`config.mk`:
```
export PLATFORM = sky130hd
export DESIGN_NAME = demorgan_sweeper
export DESIGN_NICKNAME = d
export VERILOG_FILES = /design/src/rtl/demorgan_sweeper.sv
export SDC_FILE = /design/constraint.sdc
export NUM_CORES = 1
export LEC_CHECK = 0
export CELL_PAD_IN_SITES_DETAIL_PLACEMENT = 0
export CELL_PAD_IN_SITES_GLOBAL_PLACEMENT = 2
export CORE_AREA = 2 2 50 62
export CTS_BUF_LIST = sky130_fd_sc_hd__clkbuf_4 sky130_fd_sc_hd__clkbuf_8 sky130_fd_sc_hd__clkbuf_16
export CTS_CLUSTER_SIZE = 12
export DETAILED_ROUTE_END_ITERATION = 6
export DIE_AREA = 0 0 52 64
export DONT_BUFFER_PORTS = 1
export GPL_TIMING_DRIVEN = 0
export HOLD_SLACK_MARGIN = 0.08
export PLACE_DENSITY = 0.81
export SLEW_MARGIN = 30
export SYNTH_ARGS = -nofsm -noshare
export SYNTH_HDL_FRONTEND = slang
export SYNTH_SLANG_ARGS = --single-unit
```
`constraint.sdc`:
```
create_clock -name i_clk -period 2.5 [get_ports i_clk]
set_input_delay 0.25 -clock i_clk [delete_from_list [all_inputs] [get_ports i_clk]]
set_output_delay 0.25 -clock i_clk [all_outputs]
set_load 0.02 [all_outputs]
```
`src/rtl/demorgan_sweeper.sv`:
```
// ---------------------------------------------------------------------------
// demorgan_sweeper
// Self-checking stimulus/check stage for a two-input De Morgan gate block.
// It steps {a,b} through 00, 01, 10, 11. Each combination is held for SETTLE
// WAIT cycles plus one CHECK cycle. At the closing edge of CHECK it compares
// the gate's OR / NOR outputs against the expected values.
//
// Parameters
//   SETTLE       cycles a/b are held before the gate outputs are sampled (1..15)
//   ERRW         width of o_err_count (>= 3)
//
// Ports
//   i_clk        clock, rising edge
//   i_rst_n      asynchronous active-low reset
//   i_start      begin a sweep; only looked at in IDLE
//   i_or_in      gate output A+B
//   i_nor_in     gate output ~(A+B)
//   o_a, o_b     registered stimulus to the gate
//   o_busy       high in WAIT and CHECK
//   o_done       one-cycle pulse when a sweep completes (the FIN cycle)
//   o_pass       1 if the last completed sweep had no mismatches
//   o_err_count  number of mismatching combinations in the last sweep
//   o_err_vec    bit i set if combination i = {a,b} mismatched
//
// state  | meaning
// -------+-----------------------------------------------------------
// IDLE   | a=b=0, waiting for i_start
// WAIT   | a/b held, settle counter running down to 0
// CHECK  | single cycle, gate outputs sampled at its closing edge
// FIN    | done pulse; pass/err results valid, then back to IDLE
// ---------------------------------------------------------------------------
module demorgan_sweeper #(
   parameter int SETTLE = 1,
   parameter int ERRW   = 3
) (
   input  logic            i_clk,
   input  logic            i_rst_n,
   input  logic            i_start,
   input  logic            i_or_in,
   input  logic            i_nor_in,
   output logic            o_a,
   output logic            o_b,
   output logic            o_busy,
   output logic            o_done,
   output logic            o_pass,
   output logic [ERRW-1:0] o_err_count,
   output logic [3:0]      o_err_vec
);

   typedef enum logic [1:0] {
      ST_IDLE  = 2'd0,
      ST_WAIT  = 2'd1,
      ST_CHECK = 2'd2,
      ST_FIN   = 2'd3
   } state_t;

   // Counter loads SETTLE-1 so that WAIT lasts exactly SETTLE cycles.
   localparam logic [3:0] LP_RELOAD = 4'(SETTLE - 1);

   state_t          r_state;
   logic [1:0]      r_idx;
   logic [3:0]      r_cnt;

   logic            w_exp_or;
   logic            w_exp_nor;
   logic            w_mismatch;
   logic [ERRW-1:0] w_err_next;
   logic [3:0]      w_vec_next;
   logic [1:0]      w_idx_next;

   // Expected values come from the registered stimulus actually on the gate.
   assign w_exp_or   = o_a | o_b;
   assign w_exp_nor  = ~w_exp_or;
   assign w_mismatch = (i_or_in != w_exp_or) || (i_nor_in != w_exp_nor);
   assign w_err_next = o_err_count + {{(ERRW-1){1'b0}}, w_mismatch};
   assign w_vec_next = o_err_vec | ({3'b000, w_mismatch} << r_idx);
   assign w_idx_next = r_idx + 2'd1;

   always_ff @(posedge i_clk or negedge i_rst_n) begin
      if (!i_rst_n) begin
         r_state     <= ST_IDLE;
         r_idx       <= 2'd0;
         r_cnt       <= 4'd0;
         o_a         <= 1'b0;
         o_b         <= 1'b0;
         o_busy      <= 1'b0;
         o_done      <= 1'b0;
         o_pass      <= 1'b0;
         o_err_count <= '0;
         o_err_vec   <= 4'd0;
      end else begin
         o_done <= 1'b0;
         case (r_state)
            ST_IDLE: begin
               o_a    <= 1'b0;
               o_b    <= 1'b0;
               o_busy <= 1'b0;
               if (i_start) begin
                  r_state     <= ST_WAIT;
                  r_idx       <= 2'd0;
                  r_cnt       <= LP_RELOAD;
                  o_busy      <= 1'b1;
                  o_pass      <= 1'b0;
                  o_err_count <= '0;
                  o_err_vec   <= 4'd0;
               end
            end

            ST_WAIT: begin
               if (r_cnt == 4'd0) begin
                  r_state <= ST_CHECK;
               end else begin
                  r_cnt <= r_cnt - 4'd1;
               end
            end

            ST_CHECK: begin
               o_err_count <= w_err_next;
               o_err_vec   <= w_vec_next;
               if (r_idx == 2'd3) begin
                  // pass must include the mismatch of this last combination.
                  r_state <= ST_FIN;
                  o_a     <= 1'b0;
                  o_b     <= 1'b0;
                  o_busy  <= 1'b0;
                  o_done  <= 1'b1;
                  o_pass  <= (w_err_next == '0);
               end else begin
                  r_state <= ST_WAIT;
                  r_idx   <= w_idx_next;
                  r_cnt   <= LP_RELOAD;
                  o_a     <= w_idx_next[1];
                  o_b     <= w_idx_next[0];
               end
            end

            ST_FIN: begin
               r_state <= ST_IDLE;
            end

            default: begin
               r_state <= ST_IDLE;
            end
         endcase
      end
   end

endmodule

```
Yosys cells after proc, flatten, opt, wreduce, memory -nomap -nowiden
Index checks and enable logic that the tools add are counted.
{"block": "word_totals", "ramBits": 0, "memories": 0, "inputBits": 5, "regBits": 20, "out_inout_bits": 12, "latchBits": 0, "rom_bits": 0, "elab_cells": 66}
{"block": "classes", "n_reduce_logical": 12, "n_bitwise": 3, "n_mul": 0, "div_mod_pow": 0, "magnitude_cmp": 0, "mux": 26, "eq_ne": 11, "n_shift": 1, "addsub": 3}
{"op": "4-bit two-way mux", "n": 3}
{"op": "4-bit case mux with 3 select lines", "n": 1}
{"op": "2-bit two-way mux", "n": 5}
{"op": "2-bit inequality test, second input constant", "n": 5}
{"op": "1-bit two-way mux", "n": 8}
{"op": "1-bit case mux with 2 select lines", "n": 4}
{"op": "2-bit case mux with 4 select lines", "n": 1}
{"op": "4-bit case mux with 2 select lines", "n": 1}
{"op": "2-bit equality test, second input constant", "n": 3}
{"op": "3-bit case mux with 2 select lines", "n": 1}
{"op": "2-bit AND reduction", "n": 3}
{"op": "3-bit AND reduction", "n": 2}
{"op": "4-bit logical NOT", "n": 1}
{"op": "4-bit OR", "n": 1}
{"op": "2-bit case mux with 2 select lines", "n": 1}
{"op": "4-bit AND reduction", "n": 1}
{"op": "1-bit by 2-bit left shift with 4-bit output", "n": 1}
{"op": "4-bit by 1-bit subtractor with 4-bit output, second input constant", "n": 1}
{"op": "3-bit by 1-bit adder with 3-bit output", "n": 1}
{"op": "3-bit logical NOT", "n": 1}
{"op": "3-bit two-way mux", "n": 1}
{"op": "3-bit nonzero test", "n": 1}
{"op": "2-bit by 1-bit adder with 2-bit output, second input constant", "n": 1}
{"op": "2-bit by 1-bit equality test with 1-bit output, second input constant", "n": 1}
{"op": "6 further kinds", "n": 7}

Longest topological paths before layout
Gate-level depths: netlist of run 1.
{"block": "depth", "depth_word": 8, "depth_mapped": 8, "ltp_nobuf": 8}

Worst setup path before layout of run 1
No wires, ideal clock.
{"block": "synth_timing", "path_kind": "register to register", "startpoint": "reg o_b", "endpoint": "reg o_pass", "setup_ns": 0.125, "arrival_ns": 2.064, "setup_slack_ns": 0.311, "n_path_buf": 0, "t_required_ns": 2.375, "path_stages_with_launch": 9, "period_less_slack_ns": 2.189, "cell_sequence": "dfrtp_1 or4b_1 o21ai_0 inv_1 ha_1 ha_1 xor2_1 nor4_1 mux2_4"}
{"block": "synth_between", "elab_chain_len": 8, "elab_cells_between_ends": 9, "classes_between": "1 x add/sub; 2 x eq/ne; 2 x mux; 2 x bitwise; 2 x reduce/logical"}
{"item": "start: declaration", "line": "42", "rtl": "output logic o_b,"}
{"item": "start signal: assignment", "line": "133", "rtl": "o_b <= w_idx_next[0];"}
{"item": "1-bit OR *", "line": "72", "rtl": "assign w_exp_or = o_a | o_b;"}
{"item": "1-bit NOT", "line": "73", "rtl": "assign w_exp_nor = ~w_exp_or;"}
{"item": "1-bit inequality test", "line": "74", "rtl": "assign w_mismatch = (i_or_in != w_exp_or) || (i_nor_in != w_exp_nor);"}
{"item": "1-bit logical OR *", "line": "74"}
{"item": "3-bit by 1-bit adder with 3-bit output *", "line": "75", "rtl": "assign w_err_next = o_err_count + {{(ERRW-1){1'b0}}, w_mismatch};"}
{"item": "3-bit logical NOT *", "line": "127", "rtl": "o_pass <= (w_err_next == '0);"}
{"item": "1-bit two-way mux *", "line": "120", "rtl": "if (r_idx == 2'd3) begin"}
{"item": "1-bit case mux with 2 select lines *", "line": "93", "rtl": "case (r_state)"}
{"item": "end signal: assignment", "line": "127"}
{"item": "end: declaration", "line": "45", "rtl": "output logic o_pass,"}
Every way passes the cells marked *; elsewhere a longest branch is shown, timed or not. The select of a mux whose other input is x is not followed.
A chain may end at the register's enable or synchronous reset.

Final worst setup path of run 1
Ends and elaborated chain as after synthesis.

==> results_dict.tcl, run 1 <==
set metrics [dict create \
    status "complete, no violations" \
    num-nets-final 111 \
    hold_viol 0 \
    area_growth_pct 11.2 \
    synthTopCellsByArea "dfrtp_1 49%, ha_1 6.1%, a22o_1 6.0%, nand2b_1 3.7%, o41ai_1 3.4%" \
    synth_top_area_share_pct 49.0 \
    drv_slew 0 \
    antenna_found_initial 0 \
    multi_input_area_um2 493 \
    grt_overflow 0 \
    fp-row-count 21 \
    vias_per_cell 5.47 \
    fillerInstances 271 \
    die_w_um 52 \
    design.core.area_um2 2710 \
    firstDrtPassIters 4 \
    finalCriticalPeriod_ps 2260 \
    synth-seq-cells 20 \
    fin_tns_setup_ps 0 \
    maxSlewHeadroom_pct 49.3 \
    clockBufferDepth 2 \
    ir_drop_uv 356 \
    synthesis.area_um2 1020 \
    drive_gt1_share_pct 11.0 \
    clock-root-buffer "clkbuf_4" \
    crit_buf_inv 1 \
    crit_chain "or4b_1 > o21ai_2 > inv_1 > ha_1 > ha_1 > nor4_1 > mux2_4" \
    crit_required_ps 2750 \
    cp-start-kind "flop" \
    crit_path_top_delay_cell "or4b_1" \
    finalClockSkew_ps 1.93 \
    synth_top_area_cell "dfrtp_1" \
    io_pins 17 \
    grt_pass1_wl_mm 3.46 \
    critPathMaxFanout 5 \
    worstSetupPathType "reg2reg" \
    port_buffers 0 \
    cp_common_cell "ha_1" \
    fp.dieH_um 64 \
    tritoncts "built" \
    ant_nets 0 \
    setup_viol 0 \
    initialDrtViolationCount 16 \
    vias 733 \
    rsz0062_at_grt "no" \
    synth_fp_nets 104 \
    synth_area_per_cell_um2 10.9 \
    max_slew.worst_pin.slew_ps 759 \
    clock-sinks 20 \
    yosysWarnings 0 \
    fmax_ghz 0.443 \
    n_antenna_cell 0 \
    crit_family "simple AND/OR/NAND/NOR gates" \
    ys_seq_area_share_pct 49.0 \
    cellLeakagePower_uw 0.000568 \
    initial_utilization_pct 37.7 \
    cts_inserted_buffers 3 \
    clock_latency_ps 300 \
    h-tree-depth 1 \
    maxCapViolations 0 \
    ff_latch_area_um2 500 \
    fin_crit_sh_pct 90.3 \
    syn_inst 94 \
    die-area_um2 3330 \
    cp.arrival_ps 2510 \
    power_uw 1290 \
    hold_class "in2reg" \
    grt_pass1_vias 771 \
    end_kind "flop" \
    hpwl_mm 1.46 \
    ys_types 34 \
    wirelength_mm 2.10 \
    route.detailed.drc 0 \
    path_clk_slew_ps 120 \
    cts_setup_buffers 0 \
    grt_max_degree 21 \
    avgRoutedWirePerCell_um 15.6 \
    power_density_nw_per_um2 1140 \
    grtUsageTotal_pct 13.9 \
    place_congestion 0.771 \
    max_stage_delay_ps 570 \
]
-- where the power goes --
| part | switching (uW) | leakage (uW) | internal [uW] |
|---|---|---|---|
| Clock | 105 | 0.0000279 | 162 |
| Sequential | 192 | 0.000266 | 420 |
| Combinational | 229 | 0.000274 | 186 |
-- routing by layer --
metal	global-route usage, %	part of all wire, %
met5	0	0
met4	7.89	1.1
met3	3.04	4.7
met2	20.7	49
met1	18.1	45
-- cells in the final DEF, fill, tap and decap left out, drive strengths merged --
cell and n:
nor2b 1, and2 1, clkbuf 4, inv 6, a211o 2, ha 5
dlygate4sd3 1, o21bai 2, o211a 1, nor2 6, o41ai 4, and3b 1
dfrtp 20, o31ai 1, nor3b 2, and3 1, nand2b 6, o21ai 3
nor4 2, nor3 1, or3b 1, nand3 1, or4b 1, a21boi 1
nor4b 1, nand4b 1, bufinv 1, o211ai 1, a22o 7, xor2 1
buf 2, nand2 7, and2b 1, mux2 3, or3 1
-- registers in the layout (all words and copies together) (netlist names) --
signal and cells:
r_idx 2, r_state 2, o_err_count 3, o_err_vec 4, o_b 1, o_pass 1, o_done 1, r_cnt 4
o_a 1, o_busy 1
-- stage by stage --
| stage | hold WS (ps) | std cells | util, % | worst slack [ps] | area [um^2] |
|---|---|---|---|---|---|
| after floorplan | -45.6 | 94 | - | 311 | 1020 |
| after global placement | -45.1 | 128 | 39.3 | 156 | 1060 |
| after detailed placement | -45.0 | 128 | 39.3 | 110 | 1060 |
| after CTS | 175 | 133 | 41.6 | 74.7 | 1130 |
| after global routing | 188 | 134 | 41.9 | 85.7 | 1130 |
| final | 197 | 134 | 41.9 | 242 | 1130 |
-- repair_timing --
item / in CTS / in global routing
hold buffers: 1 / 1
setup endpoints to repair: 0 / 1
gates resized for setup: 0 / 2
hold endpoints to repair: 20 / 20
-- synthesized netlist by cell type, drive strengths merged --
master  number
o31ai        1
and2b        1
and2         1
nor2b        1
nand2        7
ha           5
or3b         1
nor4b        1
or3          1
a21boi       1
o211ai       1
dfrtp       20
and3b        1
nand4b       1
o21bai       2
clkbuf       1
nand2b       6
nor2         6
nand3        1
nor4         2
o21ai        3
nor3         1
o41ai        4
a211o        2
o211a        1
xor2         1
and3         1
mux2         3
or4b         1
nor3b        2
inv          6
a22o         7
buf          1
-- worst min-delay path, delay by kind of cell --
family	cells	cell delay [ps]
AND/OR/NAND/NOR	3	210
-- area by class of cell --
type,instances,share of cell area (%)
Tap cell,34,3.75
Multi-Input combinational cell,66,43.4
Clock buffer,3,1.98
Sequential cell,20,44.1
Timing Repair Buffer,2,1.32
Inverter,6,1.98
Buffer,2,0.772
Clock inverter,1,2.65
-- cells by family (layout without fill, tap and decap cells) --
family / after synthesis / after routing / share of synthesized area (%)
and+or+nand+nor: 35 / 35 / 20.0
AOI/OAI and AO/OA: 22 / 22 / 17.3
DFF: 20 / 20 / 49.0
buffers and inverters: 8 / 14 / 3.06
adders and majority gates: 5 / 5 / 6.13
muxes: 3 / 3 / 3.68
xor gates and xnor gates: 1 / 1 / 0.858
-- path summary, 6_finish.rpt --
check                           endpoint  depth (start not counted)  startpoint  slack (ps)
worst max-delay path              o_pass                          7         o_b         240
worst min-delay path            r_cnt[0]                          3     i_start         200
worst max register to register    o_pass                          7         o_b         240
worst min register to register  r_cnt[1]                          1    r_cnt[1]         570
max in group asynchronous       r_idx[0]                          2     i_rst_n        1770
min in group asynchronous            o_b                          2     i_rst_n         410
No activity file was read; power rests on OpenSTA's default activity.
==> run 2: changes to the inputs <==
--- a/config.mk
+++ b/config.mk
@@ -15,7 +15,7 @@
 export DONT_BUFFER_PORTS = 1
 export GPL_TIMING_DRIVEN = 0
 export HOLD_SLACK_MARGIN = 0.08
-export PLACE_DENSITY = 0.81
+export PLACE_DENSITY = 0.83
 export SLEW_MARGIN = 30
 export SYNTH_ARGS = -nofsm -noshare
 export SYNTH_HDL_FRONTEND = slang
==> constraint.sdc (replaced) <==
create_clock -name i_clk -period 2.1 [get_ports i_clk]
set_input_delay 0.21 -clock i_clk [delete_from_list [all_inputs] [get_ports i_clk]]
set_output_delay 0.21 -clock i_clk [all_outputs]
set_load 0.02 [all_outputs]
==> run 2 against run 1 <==
Net effect: the flow now finishes with violations (negative setup slack); sequential power increased by 22%; sequential cell count stayed put; register-to-register slack lost 260 ps; power rose by 18%; via count increased by 1.1%; cell count rose by 1.5%; clock power decreased by 16%; die area is the same; non-clock buffer count grew 2; sequential share of layout area fell by 1.7 points; worst hold slack worse by 47 ps; clock skew is essentially flat.
==> results_dict.tcl, run 2 (synthesized netlist as in run 1, its figures left out) <==
set metrics [dict create \
    die-area_um2 3330 \
    num-nets-final 113 \
    fillerInstances 265 \
    vias 741 \
    grt_pass1_wl_mm 3.68 \
    finalClockSkew_ps 2.34 \
    violations "negative setup slack" \
    max_stage_delay_ps 570 \
    cp_common_cell "ha_4" \
    place_congestion 0.765 \
    maxCapViolations 0 \
    clock_latency_ps 290 \
    max_slew.worst_pin.slew_ps 694 \
    setup_viol 1 \
    grt_overflow 0 \
    initial_utilization_pct 37.7 \
    end_kind "flop" \
    avgRoutedWirePerCell_um 15.9 \
    initialDrtViolationCount 35 \
    tritoncts "built" \
    critPathMaxFanout 4 \
    largestRegisters "o_err_vec x4, r_cnt x4, o_err_count x3" \
    n_antenna_cell 0 \
    clockBufferDepth 2 \
    drv_slew 0 \
    crit_buf_inv 1 \
    area_growth_pct 16.2 \
    comb_power_share_pct 36.7 \
    grtUsageTotal_pct 14.8 \
    crit_required_ps 2290 \
    r2r-start "o_a" \
    top_layer_used "met4" \
    antenna_found_initial 0 \
    clock-sinks 20 \
    wl_met3_um 91 \
    die_w_um 52 \
    crit_family "simple AND/OR/NAND/NOR gates" \
    hpwl_mm 1.48 \
    seqPwrFrac_pct 48.7 \
    layout.cells.most_common_list "18 x dfrtp_1, 7 x nand2_1, 7 x a22o_1" \
    rr_worst_depth 8 \
    crit_chain "or4b_4 > o21ai_4 > inv_2 > ha_4 > ha_4 > xor2_2 > nor4_2 > mux2_4" \
    ff2ff_setup_slack_ps -20 \
    cts_inserted_buffers 3 \
    cp.arrival_ps 2310 \
    worstSetupPathType "reg2reg" \
    fin_ws_ps -16.4 \
    route.detailed.drc 0 \
    fp.dieH_um 64 \
    p_sw_uw 657 \
    critPathCapture "o_pass" \
    rsz0062_at_grt "yes" \
    critPathLaunch "o_a" \
    crit_path_top_delay_cell "or4b_4" \
    fin_crit_sh_pct 101 \
    ir_drop_uv 396 \
    intPower_uw 875 \
    detailedPlace.worstSlack_ps -168 \
    grt_pass1_vias 800 \
    fp-row-count 21 \
    fmax_ghz 0.472 \
    hold_class "in2reg" \
    hold_viol 0 \
    status "finished with violations" \
    wirelength_mm 2.16 \
    h-tree-depth 1 \
    power_uw 1530 \
    power_density_nw_per_um2 1290 \
    design.core.area_um2 2710 \
    firstDrtPassIters 4 \
    switching_share_pct 42.9 \
    crit_cells 8 \
    cp-start-kind "flop" \
    io_pins 17 \
    grt_max_degree 21 \
    maxSlewHeadroom_pct 53.7 \
    finalCriticalPeriod_ps 2120 \
    vias_per_cell 5.45 \
    final_common_cell "dfrtp_1" \
    ant_nets 0 \
    drive_gt1_share_pct 20.6 \
    met2_length_mm 1.05 \
    wl_met1_um 999 \
    cellLeakagePower_uw 0.000569 \
    clock-root-buffer "clkbuf_4" \
    reg2reg_to "o_pass" \
    path_clk_slew_ps 110 \
    clkPwrFrac_pct 14.6 \
    port_buffers 0 \
]
[run 2: worst min-delay path: cells and delay by family]
family,cells,cell delay [ps]
simple gates,3,200
[run 2: cell type report]
type / instances / area, um^2 / share of cell area, %
Inverter: 6 / 22.5 / 1.90
Tap cell: 34 / 42.5 / 3.59
Buffer: 2 / 8.76 / 0.738
Multi-Input combinational cell: 66 / 543 / 45.8
Clock buffer: 4 / 36.3 / 3.06
Sequential cell: 20 / 503 / 42.4
Timing Repair Buffer: 4 / 30.0 / 2.53
[run 2: through the flow]
stage | hold WS (ps) | TNS, ps | area (um^2) | std cells | util (%)
global placement | -85.0 | -103 | 1070 | 128 | 39.5
detailed placement | -85.0 | -168 | 1070 | 128 | 39.5
CTS | 139 | -50.5 | 1160 | 135 | 43.0
finish | 150 | -16.4 | 1190 | 136 | 43.8
floorplan | -85.6 | 0 | 1030 | 94 | -
global route | 154 | -159 | 1190 | 136 | 43.8
[run 2: per-layer routing]
layer / GRT usage, % / vias to the layer above
met5: 0 / -
met1: 18.7 / 366
li1: - / 361
met2: 24.4 / 12
met3: 2.80 / 2
met4: 5.92 / 0
[run 2: worst min path at each step]
stage | endpoint | depth (start not counted) | startpoint
2_1_floorplan | o_a | 0 | i_rst_n
3_3_place_gp | o_busy | 0 | i_rst_n
3_5_place_dp | o_a | 0 | i_rst_n
4_1_cts | r_cnt[0] | 3 | i_start
5_1_grt | r_cnt[0] | 3 | i_start
6_report | r_cnt[0] | 3 | i_start
[run 2: power by group through the flow]
stage | sequential, uW | combinational (uW) | clock (uW)
floorplan | 707 | 391 | 0
global placement | 741 | 472 | 0
detailed placement | 745 | 486 | 0
CTS | 742 | 546 | 234
global route | 766 | 633 | 250
finish | 745 | 562 | 224
[run 2: timing repair]
action | 4_1_cts | 5_1_grt
pin swaps | 1 | 1
hold endpoints to repair | 20 | 20
setup buffers | 2 | 0
gates resized for setup | 7 | 3
setup endpoints to repair | 2 | 2
hold buffers | 1 | 1
